### src/rtl/deaggregator.sv
// Deaggregator: splits wide words from an upstream show-ahead FIFO into a
// stream of DATA_WIDTH words for a downstream FIFO, word 0 first.
// A two-entry ping-pong buffer lets the next wide word be captured while the
// current one drains, so a continuously fed stream has no output bubbles.
//
// Ports:
//   clk             - clock, rising edge
//   rst_n           - asynchronous active-low reset
//   sender_data     - packed wide word (word i at bits [(i+1)*DW-1 : i*DW])
//   sender_empty_n  - upstream has a valid word
//   sender_deq      - dequeue strobe; sender_data captured on the same edge
//   receiver_data   - current serial word
//   receiver_full_n - downstream can accept a word
//   receiver_enq    - enqueue strobe; receiver_data transferred on the same edge
module deaggregator #(
  parameter int unsigned DATA_WIDTH  = 16,
  parameter int unsigned FETCH_WIDTH = 4
) (
  input  logic                              clk,
  input  logic                              rst_n,
  input  logic [FETCH_WIDTH*DATA_WIDTH-1:0] sender_data,
  input  logic                              sender_empty_n,
  output logic                              sender_deq,
  output logic [DATA_WIDTH-1:0]             receiver_data,
  input  logic                              receiver_full_n,
  output logic                              receiver_enq
);

  localparam int unsigned WideW = FETCH_WIDTH * DATA_WIDTH;
  localparam int unsigned IdxW  = (FETCH_WIDTH > 1) ? $clog2(FETCH_WIDTH) : 1;
  localparam logic [IdxW-1:0] LastIdx = IdxW'(FETCH_WIDTH - 1);

  logic [WideW-1:0] buf_q [2];
  logic             wr_ptr_q, wr_ptr_d;
  logic             rd_ptr_q, rd_ptr_d;
  logic [1:0]       count_q, count_d;
  logic [IdxW-1:0]  idx_q, idx_d;
  logic             last_word;
  logic             retire;

  // A full buffer blocks dequeue even when the head retires this cycle.
  assign sender_deq   = rst_n & sender_empty_n & (count_q != 2'd2);
  assign receiver_enq = rst_n & (count_q != 2'd0) & receiver_full_n;

  always_comb begin
    receiver_data = '0;
    for (int i = 0; i < int'(FETCH_WIDTH); i++) begin
      if (idx_q == IdxW'(i)) begin
        receiver_data = buf_q[rd_ptr_q][i*DATA_WIDTH +: DATA_WIDTH];
      end
    end
  end

  always_comb begin
    last_word = (idx_q == LastIdx);
    retire    = receiver_enq & last_word;
    idx_d     = idx_q;
    if (receiver_enq) begin
      idx_d = last_word ? '0 : idx_q + 1'b1;
    end
    rd_ptr_d = rd_ptr_q ^ retire;
    wr_ptr_d = wr_ptr_q ^ sender_deq;
    count_d  = count_q;
    unique case ({sender_deq, retire})
      2'b10:   count_d = count_q + 2'd1;
      2'b01:   count_d = count_q - 2'd1;
      default: count_d = count_q;
    endcase
  end

  always_ff @(posedge clk or negedge rst_n) begin
    if (!rst_n) begin
      buf_q[0] <= '0;
      buf_q[1] <= '0;
      wr_ptr_q <= 1'b0;
      rd_ptr_q <= 1'b0;
      count_q  <= 2'd0;
      idx_q    <= '0;
    end else begin
      if (sender_deq) begin
        buf_q[wr_ptr_q] <= sender_data;
      end
      wr_ptr_q <= wr_ptr_d;
      rd_ptr_q <= rd_ptr_d;
      count_q  <= count_d;
      idx_q    <= idx_d;
    end
  end

endmodule
### config.mk
export PLATFORM = sky130hd
export DESIGN_NAME = deaggregator
export DESIGN_NICKNAME = d
export VERILOG_FILES = /design/src/rtl/deaggregator.sv
export SDC_FILE = /design/constraint.sdc
export NUM_CORES = 1
export LEC_CHECK = 0
export CAP_MARGIN = 0
export CORE_MARGIN = 8
export CORE_UTILIZATION = 50
export DETAILED_ROUTE_END_ITERATION = 12
export PLACE_DENSITY = 0.76
export SLEW_MARGIN = 30
export SYNTH_ARGS = -nofsm -noshare
export SYNTH_HDL_FRONTEND = slang
export SYNTH_SLANG_ARGS = --single-unit
export TNS_END_PERCENT = 5
### constraint.sdc
create_clock -name clk -period 1.6 [get_ports clk]
set_input_delay 0.24 -clock clk [delete_from_list [all_inputs] [get_ports clk]]
set_output_delay 0.24 -clock clk [all_outputs]
set_load 0.02 [all_outputs]
# [Word level (Yosys, flattened, before mapping)]
# Cells that the tools add are included.
# W data, S select, Z words.
[op_classes] n_addsub=3 n_lt_le_gt_ge=3 eq_ne=6 n_mux=12 n_bitwise=9 n_reduce_logical=4
[op_table] op="$mux W64" n=4
[op_table] op="$bwmux W128" n=1
[op_table] op="$demux W64 S1" n=1
[op_table] op="$mux W16" n=4
[op_table] op="$eq A2 B2 Y1 const B" n=3
[op_table] op="$and A1 B1 Y1" n=5
[op_table] op="$add A2 B1 Y2 const B" n=2
[op_table] op="$eq A2 B1 Y1 const B" n=2
[op_table] op="$ge A2 B2 Y1 const B" n=2
[op_table] op="$not A1 Y2" n=2
[op_table] op="$pmux W2 S2" n=1
[op_table] op="$reduce_bool A2 Y1" n=2
[op_table] op="$logic_not A2 Y1" n=1
[op_table] op="$lt A2 B1 Y1 const B" n=1
[op_table] op="$mux W2" n=1
[op_table] op="$ne A2 B2 Y1 const B" n=1
[op_table] op="$sub A2 B1 Y2 const B" n=1
[op_table] op="$xor A1 B1 Y1" n=2
[op_table] op="$logic_and A1 B1 Y1" n=1
[word_totals] ff_bits=134 inputBits=68 out_inout_bits=18 wordCells=43

# [Logic depth before layout (Yosys ltp)]
# Gate-level depths: netlist of the first run.
[logic_depth] word_depth=8 mapped_depth=8 ltp_nobuf=6

# [Least setup slack after synthesis of the first run]
# No wires, ideal clock.
[synth_timing] path_kind="register to output" startpoint="reg idx_q[0]" endpoint="out receiver_data[0]" t_arrival_ns=1.661 required_ns=1.360 path_slack_ns=-0.301 stages_incl_launch_ff=8 path_buffers=3 path_cell_list="dfrtp_1 -> ha_1 -> buf_2 -> nor2b_1 -> clkbuf_2 -> clkbuf_4 -> a221oi_2 -> a221oi_2"
[synth_via] elab_chain_cells=5 elab_cells_between_ends=8 cone_classes="eq/ne: 3; mux: 4; reduce/logical: 1"
[synth_rtl] item="start: declaration" line="37" text="logic [IdxW-1:0] idx_q, idx_d;"
[synth_rtl] item="start signal: assignment" line="86" text="idx_q <= idx_d;"
[synth_rtl] item="$logic_not A2 Y1" line="48" text="if (idx_q == IdxW'(i)) begin"
[synth_rtl] item="$mux W16 (3 in series)" line="48"
[synth_rtl] item="$mux W16 (*)" line="48"
[synth_rtl] item="end: declaration" line="24" text="output logic [DATA_WIDTH-1:0] receiver_data,"
# Mark *: on every way between the ends. The rest lies on a longest branch, timed or not.

# [Final worst setup path of the first run]
[layout_timing] startpoint="reg idx_q[0]" endpoint="out receiver_data[13]"
# Same word-level chain as after synthesis.

==> impl_results.md, run 1 <==
- Final Hold Fails: 0
- Xor-xnor portion of the synthesized cell area: 0.005543
- Area share of fa/ha/maj cells after synthesis: 0.01386
- DRC viols: 0
- DP Worst Slack: -0.8953 ns
- Netlist cell types: 28
- Final worst path period need: 2.382 ns
- Area delta synth->final: 39.20%
- Layout Skew: 0.005225 ns
- Worst-Skew Late Latency: 0.41 ns
- Mapped cell area: 0.006320 mm2
- Syn Inst Count: 418
- Crit-path cells: ha_2, or2_4, buf_4, a221oi_4, buf_4, a221oi_2, buf_4
- 1st-iter DRT viols: 209
- Routed vias/inst: 5.407
- Setup TNS: -11.80 ns
- Height of the die: 128.4 um
- Largest net degree at the start of global routing: 73
- Number of global-route vias before repair: 4488
- Power Total: 20.78 mW
- Yosys warns: 0
- Global-route wire length before repair: 24320 um
- Die area: 0.01649 mm2
- Fill cell count: 811
- CTS HTree Levels: 4
- Top post-synthesis cells by area: dfrtp_1 (53%), mux2_2 (26%), mux2i_1 (5.1%), a221oi_2 (4.8%), mux2_1 (1.8%)
- Sw Pwr: 7.282 mW
- Register area: 0.003357 mm2
- TritonCTS Buffers: 17
- CTS Root Cell: clkbuf_16
- Leakage: 3.686 nW
- Synth Area in Simple Gates: 0.006335
- Total wire length: 14860 um
- Ant. Diodes: 0
- Post-route ant nets: 0
- Die width: 128.4 um
- Mux contribution to synthesized area: 0.3387
- Max-slew violation count: 0
- Post-synthesis sequential area ratio: 0.5306
- Worst-margin pin slew: 0.7611 ns
- Max Root-Sink Buffers: 2
- DR vias: 3931
- WS Path Type: register to output port
- FP Rows: 41
- Power per cell area: 2362 mW/mm2
- Comb power frac: 0.533
- Maximum VDD drop: 0.001235 V
- Rel. slew slack: 0.4926
- Port buffer count: 85
- CTS tree: built
- Gr ovfl total: 0
- Routability cong.: 0.7670
- Cell mode on critical path: buf_4
- HPWL after detailed placement: 10070 um
- Initial Utilization: 0.5070
- Clk sink count: 134
- Status: finished with violations
- Dominant cell type by area after synthesis: dfrtp_1
- Sequential share of power: 0.293
- Crit start category: register
- Initial antenna violation count: 0
- Final Setup Violations: 18
- Clock share of power: 0.175
- Data arrival, critical path: 2.14 ns
- Largest stage delay, worst path: 0.42 ns
- Per-cell routed wire length: 20.43 um
- Total I/O pin count: 86
- P_int: 13.50 mW
- Proportion of netlist area held by the largest area contributor: 0.5306
- Final net count: 618
- Syn Nets: 493
- Multi-input logic area: 0.003158 mm2
- Fmax: 419.9 MHz
- Min-Delay Path Class: primary input to asynchronous set/reset pin
- DR pass1 iterations: 7
- Largest family of logic cells by synthesized area: multiplexers
- Worst-path clk slew: 0.05 ns
- Fin crit share: 1.488
- Layout cell share with drive strength beyond 1: 0.5297
- Setup crit end kind: output port
- Final WS setup: -0.7815 ns
- Switching Fraction: 0.3504
- CP required: 1.36 ns
- Failing checks: setup timing
- Max cap viols: 0
- CP max FO: 5
- Core ar.: 0.01247 mm2
- Compound-Gate Fraction of Synth Area: 0.06850
- RSZ-0062 raised after global routing: true
- GRT Total Usage: 0.1930
- Syn Area/Cell: 15.12 um2
- Cell with the largest stage delay on the worst path: dfrtp_1
- #FFs+latches synth: 134
## state kept, by name, summed over array words and instances (netlist names)
register,flops
buf_q,128
count_q,2
idx_q,2
rd_ptr_q,1
wr_ptr_q,1
## layer usage
metal | wire, um | GRT usage | vias to the layer above | part of all wire
met3 | 633 | 0.05213 | 25 | 0.043
met4 | 314 | 0.07692 | 0 | 0.021
met2 | 7308 | 0.3107 | 86 | 0.49
met1 | 6598 | 0.2425 | 2032 | 0.44
met5 | 0 | 0 | - | 0
li1 | - | - | 1788 | -
## power groups by stage
stage | combinational [mW] | clock [mW] | sequential [mW]
after floorplan | 7.18 | 0 | 5.75
after global placement | 9.77 | 0 | 5.93
after detailed placement | 9.93 | 0 | 6.07
after CTS | 11.1 | 3.72 | 6.06
after global routing | 11.7 | 3.87 | 6.30
final | 11.1 | 3.63 | 6.08
## metrics by stage
| step | util | area (um2) | hold WS [ns] | instances |
|---|---|---|---|---|
| 2_1_floorplan | - | 6636 | -0.05559 | 418 |
| 3_3_place_gp | 0.6332 | 7894 | 0.1297 | 681 |
| 3_5_place_dp | 0.6332 | 7894 | 0.1273 | 681 |
| 4_1_cts | 0.7045 | 8782 | 0.1137 | 727 |
| 5_1_grt | 0.7057 | 8797 | 0.08913 | 727 |
| 6_report | 0.7057 | 8797 | 0.04503 | 727 |
## final timing paths
kind                                start                 to  slack, ns  depth (start not counted)
worst min-delay path                rst_n          buf_q[78]       0.05                          3
worst max-delay path             idx_q[0]  receiver_data[13]      -0.78                          7
max in group asynchronous           rst_n           rd_ptr_q       0.93                          3
worst min register to register  buf_q[11]          buf_q[11]       0.50                          1
worst max register to register   idx_q[0]         count_q[1]      -0.03                          6
min in group clk                    rst_n           wr_ptr_q       0.37                          5
## kinds of logic after synthesis
family / count (synthesis)
mux: 192
flops: 134
buf+inv: 37
compound gates: 36
simple gates: 8
fa+ha+maj: 7
xor+xnor: 4
## cells in the final DEF, fill, tap and decap left out, types with 3 or more instances in the layout
master             n
a221oi_2           9
a221oi_4          23
buf_12            15
buf_4             34
buf_6             16
clkbuf_1           6
clkbuf_16         17
clkbuf_8           5
clkdlybuf4s50_1   66
dfrtp_1          133
ha_4               4
inv_2              4
mux2_1             7
mux2_2           144
mux2_4             9
mux2i_1           32
xnor2_1            3
## synth_stat cells, drive strengths merged
cell    number
mux2       160
mux2i       32
nor2b        2
nand2        2
or2          1
a221oi      32
dfrtp      134
o211ai       1
inv          6
ha           7
buf         26
nor2         2
xnor2        3
xor2         1
o21ai        2
and2         1
clkbuf       5
o211a        1
## cell type report
| cell class | instances | area share |
|---|---|---|
| Inverter | 6 | 0.002560 |
| Tap cell | 172 | 0.02446 |
| Timing Repair Buffer | 137 | 0.1691 |
| Clock inverter | 3 | 0.004551 |
| Multi-Input combinational cell | 247 | 0.3590 |
| Sequential cell | 134 | 0.3816 |
| Clock buffer | 28 | 0.05874 |
## timing repair
action                     4_1_cts  5_1_grt
setup endpoints to repair      147      144
buffers inserted                12        0
resized for setup              120        4
gates cloned                     2        0
hold buffers                     1        0
hold endpoints to repair         2        0
pin swaps                       13        1
## critical path: cells and delay by family (launching register included)
| family | cells | cell delay, ns |
|---|---|---|
| buffers and inverters | 3 | 0.49 |
| DFF | 1 | 0.42 |
| and+or+nand+nor | 1 | 0.31 |
| AOI/OAI and AO/OA | 2 | 0.27 |
| adders and majority gates | 1 | 0.25 |
(Power assumes the default switching activity.)
==> inputs of run 2 (changes only) <==
CORE_MARGIN = 2   (was 8)
GPL_TIMING_DRIVEN = 0   (was default)
==> impl_results.md, run 2 (same netlist as run 1, synthesis figures left out) <==
- Status: finished with violations
- Failing checks: hold timing, setup timing
- WS Path Type: register to output port
- Final net count: 612 (-0.97%)
- Power Total: 20.41 mW (-1.8%)
- DR vias: 3972 (+1.0%)
- Max reg flops: 128 (unchanged)
- Register area: 0.003356 mm2 (about the same)
- Worst-path clk slew: 0.05 ns (about the same)
- Min Hold Slack: -0.2931 ns (-0.3381 ns)
- Area delta synth->final: 36.98%
- Global-route wire length before repair: 23080 um (-5.1%)
- Ant. Diodes: 0 (unchanged)
- Fin crit share: 1.515 (+0.02636)
- Maximum VDD drop: 0.001146 V (-7.2%)
- Routing usage on met1: 0.2995 (+0.05699)
- Total I/O pin count: 86 (unchanged)
- FF-to-FF End: buf_q[66]
- Crit start category: register
- Max Root-Sink Buffers: 2 (unchanged)
- Final Setup Violations: 147 (+129)
- Rel. slew slack: 0.6252 (+0.1326)
- CP max FO: 10 (+5)
- Per-cell routed wire length: 20.73 um (+1.4%)
- Core ar.: 0.01247 mm2 (unchanged)
- Setup crit end kind: output port
- HPWL after detailed placement: 10020 um (-0.50%)
- GRT Total Usage: 0.2349 (+0.04183)
- Power per cell area: 2358 mW/mm2 (-0.17%)
- Reg2Reg Setup Slack: -0.20 ns (-0.17 ns)
- Met3 GRT Util: 0.05449 (+0.002358)
- Fill cell count: 852 (+5.1%)
- Final WS setup: -0.8237 ns (-0.04218 ns)
- Layout Skew: 0.01040 ns (+0.005171 ns)
- Reg with most FFs: buf_q
- CTS tree: built
- GRT busiest layer: met2
- Leading cell type in the layout, fill and taps excluded: mux2_2
- CTS HTree Levels: 4 (unchanged)
- Die area: 0.01355 mm2 (-18%)
- FP Rows: 41 (unchanged)
- Number of global-route vias before repair: 4250 (-5.3%)
- Largest net degree at the start of global routing: 71 (-2.7%)
- Layout cell share with drive strength beyond 1: 0.5091 (-0.02061)
- Global routing usage on met2: 0.3907 (+0.07996)
- Final Hold Fails: 66 (+66)
- Multi-input logic area: 0.003102 mm2 (-1.8%)
- TritonCTS Buffers: 17 (unchanged)
- Largest stage delay, worst path: 0.37 ns (-0.05 ns)
- Top flop regs: buf_q: 128 flops, count_q: 2 flops, idx_q: 2 flops
- Cell mode on critical path: a221oi_2
- Initial antenna violation count: 0 (unchanged)
- CP delay by family, top: buffers and inverters
- Clk sink count: 134 (unchanged)
- Port buffer count: 85 (unchanged)
- Die width: 116.4 um (-9.3%)
- Gr ovfl total: 0 (unchanged)
- Fmax: 412.6 MHz (-1.7%)
- Reg-to-Reg Start: count_q[1]
- Final worst path period need: 2.424 ns (+0.04218 ns)
- DRC viols: 0 (unchanged)
- Crit-path cells: buf_6, buf_8, mux2_4, a221oi_2, a221oi_2, dlygate4sd2_1
- Most frequent cells in the layout: mux2_2 (145), dfrtp_1 (132), clkdlybuf4s50_1 (67), mux2i_1 (31), buf_6 (27)
- Cell with the largest stage delay on the worst path: dfrtp_1
- Max cap viols: 0 (unchanged)
- Total wire length: 14930 um (+0.47%)
- Data arrival, critical path: 2.18 ns (+0.04 ns)
- Routability cong.: 0.7628 (-0.55%)
- Height of the die: 116.4 um (-9.3%)
- Leakage: 3.638 nW (-1.3%)
- DR pass1 iterations: 4 (-3)
- RSZ-0062 raised after global routing: true
- Routed vias/inst: 5.517 (+2.0%)
- CTS Root Cell: clkbuf_16
- 1st-iter DRT viols: 189 (-9.6%)
- Min-Delay Path Class: primary input to asynchronous set/reset pin
- CP required: 1.36 ns (about the same)
- CP Buf/Inv Count: 3 (unchanged)
- Post-route ant nets: 0 (unchanged)
- Initial Utilization: 0.5070 (unchanged)
- Reg2reg path depth: 7 (+1)
- Worst-margin pin slew: 0.5622 ns (-0.1989 ns)
- Worst-Skew Late Latency: 0.42 ns (about the same)
- Max-slew violation count: 0 (unchanged)
## run 2: worst max path at each step
| stage | to | slack (ns) | start | depth (start not counted) |
|---|---|---|---|---|
| floorplan | receiver_data[0] | -0.17 | idx_q[1] | 8 |
| global placement | buf_q[125] | -5.62 | rst_n | 7 |
| detailed placement | buf_q[66] | -1.13 | rst_n | 8 |
| CTS | receiver_data[4] | -0.90 | idx_q[0] | 8 |
| global route | receiver_data[12] | -0.87 | rd_ptr_q | 6 |
| finish | receiver_data[12] | -0.82 | rd_ptr_q | 6 |
## run 2: layer usage
layer / up-vias / share of wire
li1: 1790 / -
met1: 2071 / 0.44
met2: 87 / 0.51
met3: 24 / 0.036
met4: 0 / 0.017
met5: - / 0
## run 2: where the power goes
part	total, mW	internal, mW	switching, mW
clock network	3.61	2.27	1.34
logic	10.8	5.66	5.10
registers	6.03	5.13	0.904
## run 2: repair_timing
| action | in CTS | in global routing |
|---|---|---|
| pin swaps | 3 | 1 |
| endpoints found under the hold margin | 66 | 66 |
| gates cloned | 2 | 0 |
| setup buffers | 3 | 10 |
| resized for setup | 123 | 20 |
| endpoints found under the setup margin | 148 | 148 |
## run 2: per-stage QoR
step                      setup slack, ns    util   TNS, ns  cell area (um2)  cells
final                             -0.8237  0.6945    -40.20             8657    720
after detailed placement           -1.125  0.6205   -149.04             7735    676
after global routing              -0.8694  0.6945    -61.11             8657    720
after floorplan                   -0.1712       -    -22.04             6636    418
after CTS                         -0.9019  0.6842    -47.20             8529    711
after global placement             -5.616  0.6179  -1403.71             7702    675
## run 2: cell type report
type,count,area share
flip-flops and latches,134,0.3876
multi-input cells,247,0.3583
repair buffers,101,0.1211
clock buffers,26,0.05767
plain buffers,30,0.04264
well taps,172,0.02486
clock inverters,4,0.005203
inverters,6,0.002602
## run 2: worst reg2reg max path, cell delays in order (launching register included)
cell and delay (ns):
dfrtp_1 0.37, inv_1 0.09, o211ai_1 0.13, inv_1 0.16, ha_1 0.19, buf_6 0.18, buf_6 0.20, mux2_2 0.36
==> inputs of run 3 (changes only) <==
clock period = 2.2 ns   (was 1.6 ns; I/O delays follow)
==> impl_results.md, run 3 (same netlist as run 1, synthesis figures left out) <==
- Data arrival, critical path: 2.20 ns (+0.02 ns)
- Max-slew violation count: 0 (unchanged)
- TritonCTS Buffers: 17 (unchanged)
- CP Buf/Inv Count: 4 (+1)
- Max cap viols: 0 (unchanged)
- Core Util, Final: 0.6855 (-0.008934)
- Leakage: 3.667 nW (+0.81%)
- Top flop regs: buf_q: 128 flops, count_q: 2 flops, idx_q: 2 flops
- Cell mode on critical path: clkbuf_16
- Power Total: 14.59 mW (-29%)
- Clock share of power: 0.191 (+0.014)
- Setup TNS: -4.498 ns (+35.70 ns)
- DR vias: 3978 (+0.15%)
- P_int: 9.357 mW (-28%)
- Min Hold Slack: 0.3859 ns (+0.6790 ns)
- Initial Utilization: 0.5070 (unchanged)
- Cell area after layout: 0.008546 mm2 (-1.3%)
- Initial antenna violation count: 0 (unchanged)
- Final Setup Violations: 16 (-89%)
- Power per cell area: 1707 mW/mm2 (-28%)
- Worst-path clk slew: 0.05 ns (about the same)
- Sw Pwr: 5.231 mW (-29%)
- RSZ-0062 raised after global routing: true
- Rel. slew slack: 0.6998 (+0.07458)
- WS Path Type: register to output port
- Number of global-route vias before repair: 4515 (+6.2%)
- Largest stage delay, worst path: 0.48 ns (+0.11 ns)
- Largest net degree at the start of global routing: 89 (+25%)
- HPWL after detailed placement: 10010 um (about the same)
- Fin crit share: 1.148
- GRT Total Usage: 0.2427 (+0.007861)
- Status: finished with violations
- DRC viols: 0 (unchanged)
- Cell with the largest stage delay on the worst path: dfrtp_2
- Final std cells w/o fill: 725 (+0.69%)
- Total wire length: 15340 um (+2.7%)
- Cell Area, Placed: 0.007418 mm2 (-4.1%)
- 1st-iter DRT viols: 139 (-26%)
- Routability cong.: 0.8331 (+9.2%)
- DP Worst Slack: -0.5566 ns (+0.5686 ns)
- Placed cells: 676 (unchanged)
- Worst-margin pin slew: 0.4503 ns (-0.1119 ns)
- Port buffer count: 85 (unchanged)
- Leading cell type in the layout, fill and taps excluded: mux2_2
- Core ar.: 0.01247 mm2 (unchanged)
- Reg with most FFs: buf_q
- Die width: 116.4 um (unchanged)
- CTS HTree Levels: 4 (unchanged)
- Total I/O pin count: 86 (unchanged)
- Clk sink count: 134 (unchanged)
- Gr ovfl total: 0 (unchanged)
- Setup crit end kind: output port
- Max reg flops: 128 (unchanged)
- Fmax: 395.9 MHz
- Failing checks: setup timing
- CTS Root Cell: clkbuf_16
- Maximum VDD drop: 0.001013 V (-12%)
- Post-route ant nets: 0 (unchanged)
- Height of the die: 116.4 um (unchanged)
- Switching Fraction: 0.3586 (-0.001223)
- CTS tree: built
- CP delay by family, top: buffers and inverters
- Layout Skew: 0.009839 ns (-0.0005559 ns)
- FP Rows: 41 (unchanged)
- Fill cell count: 864 (+1.4%)
- Per-cell routed wire length: 21.15 um (+2.0%)
- Worst-Skew Late Latency: 0.43 ns (about the same)
- Global-route wire length before repair: 23820 um (+3.2%)
- DR pass1 iterations: 4 (unchanged)
- Min-Delay Path Class: primary input to register
- CP required: 1.87 ns (+0.51 ns)
- Reg2Reg Setup Slack: 0.17 ns (+0.37 ns)
- Area delta synth->final: 35.22%
- Sequential share of power: 0.302 (+0.006)
- Final Hold Fails: 0 (-100%)
- CP max FO: 7 (-3)
- Layout cell share with drive strength beyond 1: 0.5208 (+0.01167)
- Routed vias/inst: 5.487 (-0.54%)
- Crit-path cells: inv_4, ha_2, nor2b_4, clkbuf_16, clkbuf_16, a221oi_4, a221oi_2, buf_4
- Final WS setup: -0.3259 ns (+0.4978 ns)
- Final net count: 615 (+0.49%)
- Most frequent cells in the layout: mux2_2 (146), dfrtp_1 (132), clkdlybuf4s50_1 (67), mux2i_1 (32), buf_4 (24)
- Final worst path period need: 2.526 ns
- Die area: 0.01355 mm2 (unchanged)
- Crit start category: register
- Comb power frac: 0.507 (-0.020)
- Ant. Diodes: 0 (unchanged)
- Max Root-Sink Buffers: 2 (unchanged)
==> run 3: changes by cell type in the layout (fill, tap and decap cells not counted), sizes merged <==
cell | previous run | this run
clkbuf | 28 | 25
dlymetal6s2s | 0 | 1
clkinv | 3 | 7
bufinv | 1 | 2
clkinvlp | 0 | 1
buf | 58 | 62
dlygate4sd2 | 2 | 0
dlygate4sd3 | 0 | 1
clkdlybuf4s15 | 2 | 0
==> run 3: worst paths after layout <==
path,from,end,cells after the start
max,idx_q[0],receiver_data[11],8
min in group asynchronous,rst_n,buf_q[67],3
max reg2reg,count_q[1],buf_q[60],7
max in group asynchronous,rst_n,idx_q[0],3
min,rst_n,idx_q[0],4
min reg2reg,buf_q[21],buf_q[21],1
==> run 3: power groups by stage <==
stage | Sequential, mW | Clock [mW] | Combinational, mW
2_1_floorplan | 4.18 | 0 | 4.22
3_3_place_gp | 4.29 | 0 | 5.90
3_5_place_dp | 4.39 | 0 | 6.01
4_1_cts | 4.36 | 2.81 | 7.07
5_1_grt | 4.56 | 2.93 | 7.83
6_report | 4.41 | 2.78 | 7.40
==> run 3: routing by layer <==
metal / share of wire / track usage
met2: 0.51 / 0.4078
met4: 0.032 / 0.1175
met3: 0.041 / 0.05397
met1: 0.41 / 0.2982
met5: 0 / 0
==> run 3: worst reg2reg max path: cells and delay by family, from the launching register on <==
family	cells	cell delay (ns)
buffers and inverters	4	0.85
DFF	1	0.38
AOI/OAI and AO/OA	1	0.13
adders and majority gates	1	0.16
muxes	1	0.39
==> run 3: timing repair <==
item / in CTS / in global routing
hold buffers: 2 / 0
buffers inserted: 10 / 5
endpoints found under the hold margin: 46 / 0
setup endpoints to repair: 16 / 17
gates cloned: 2 / 0
pin swaps: 8 / 4
resized for setup: 125 / 22
==> run 3: area by class of cell <==
class                   count  area (um2)  share of cell area
flip-flops and latches    134        3356              0.3927
multi-input cells         247        3022              0.3536
repair buffers            105        1084              0.1268
clock buffers              22       474.2             0.05549
plain buffers              29       267.8             0.03133
well taps                 172       215.2             0.02518
clock inverters            10       102.6             0.01201
inverters                   6       25.02            0.002928
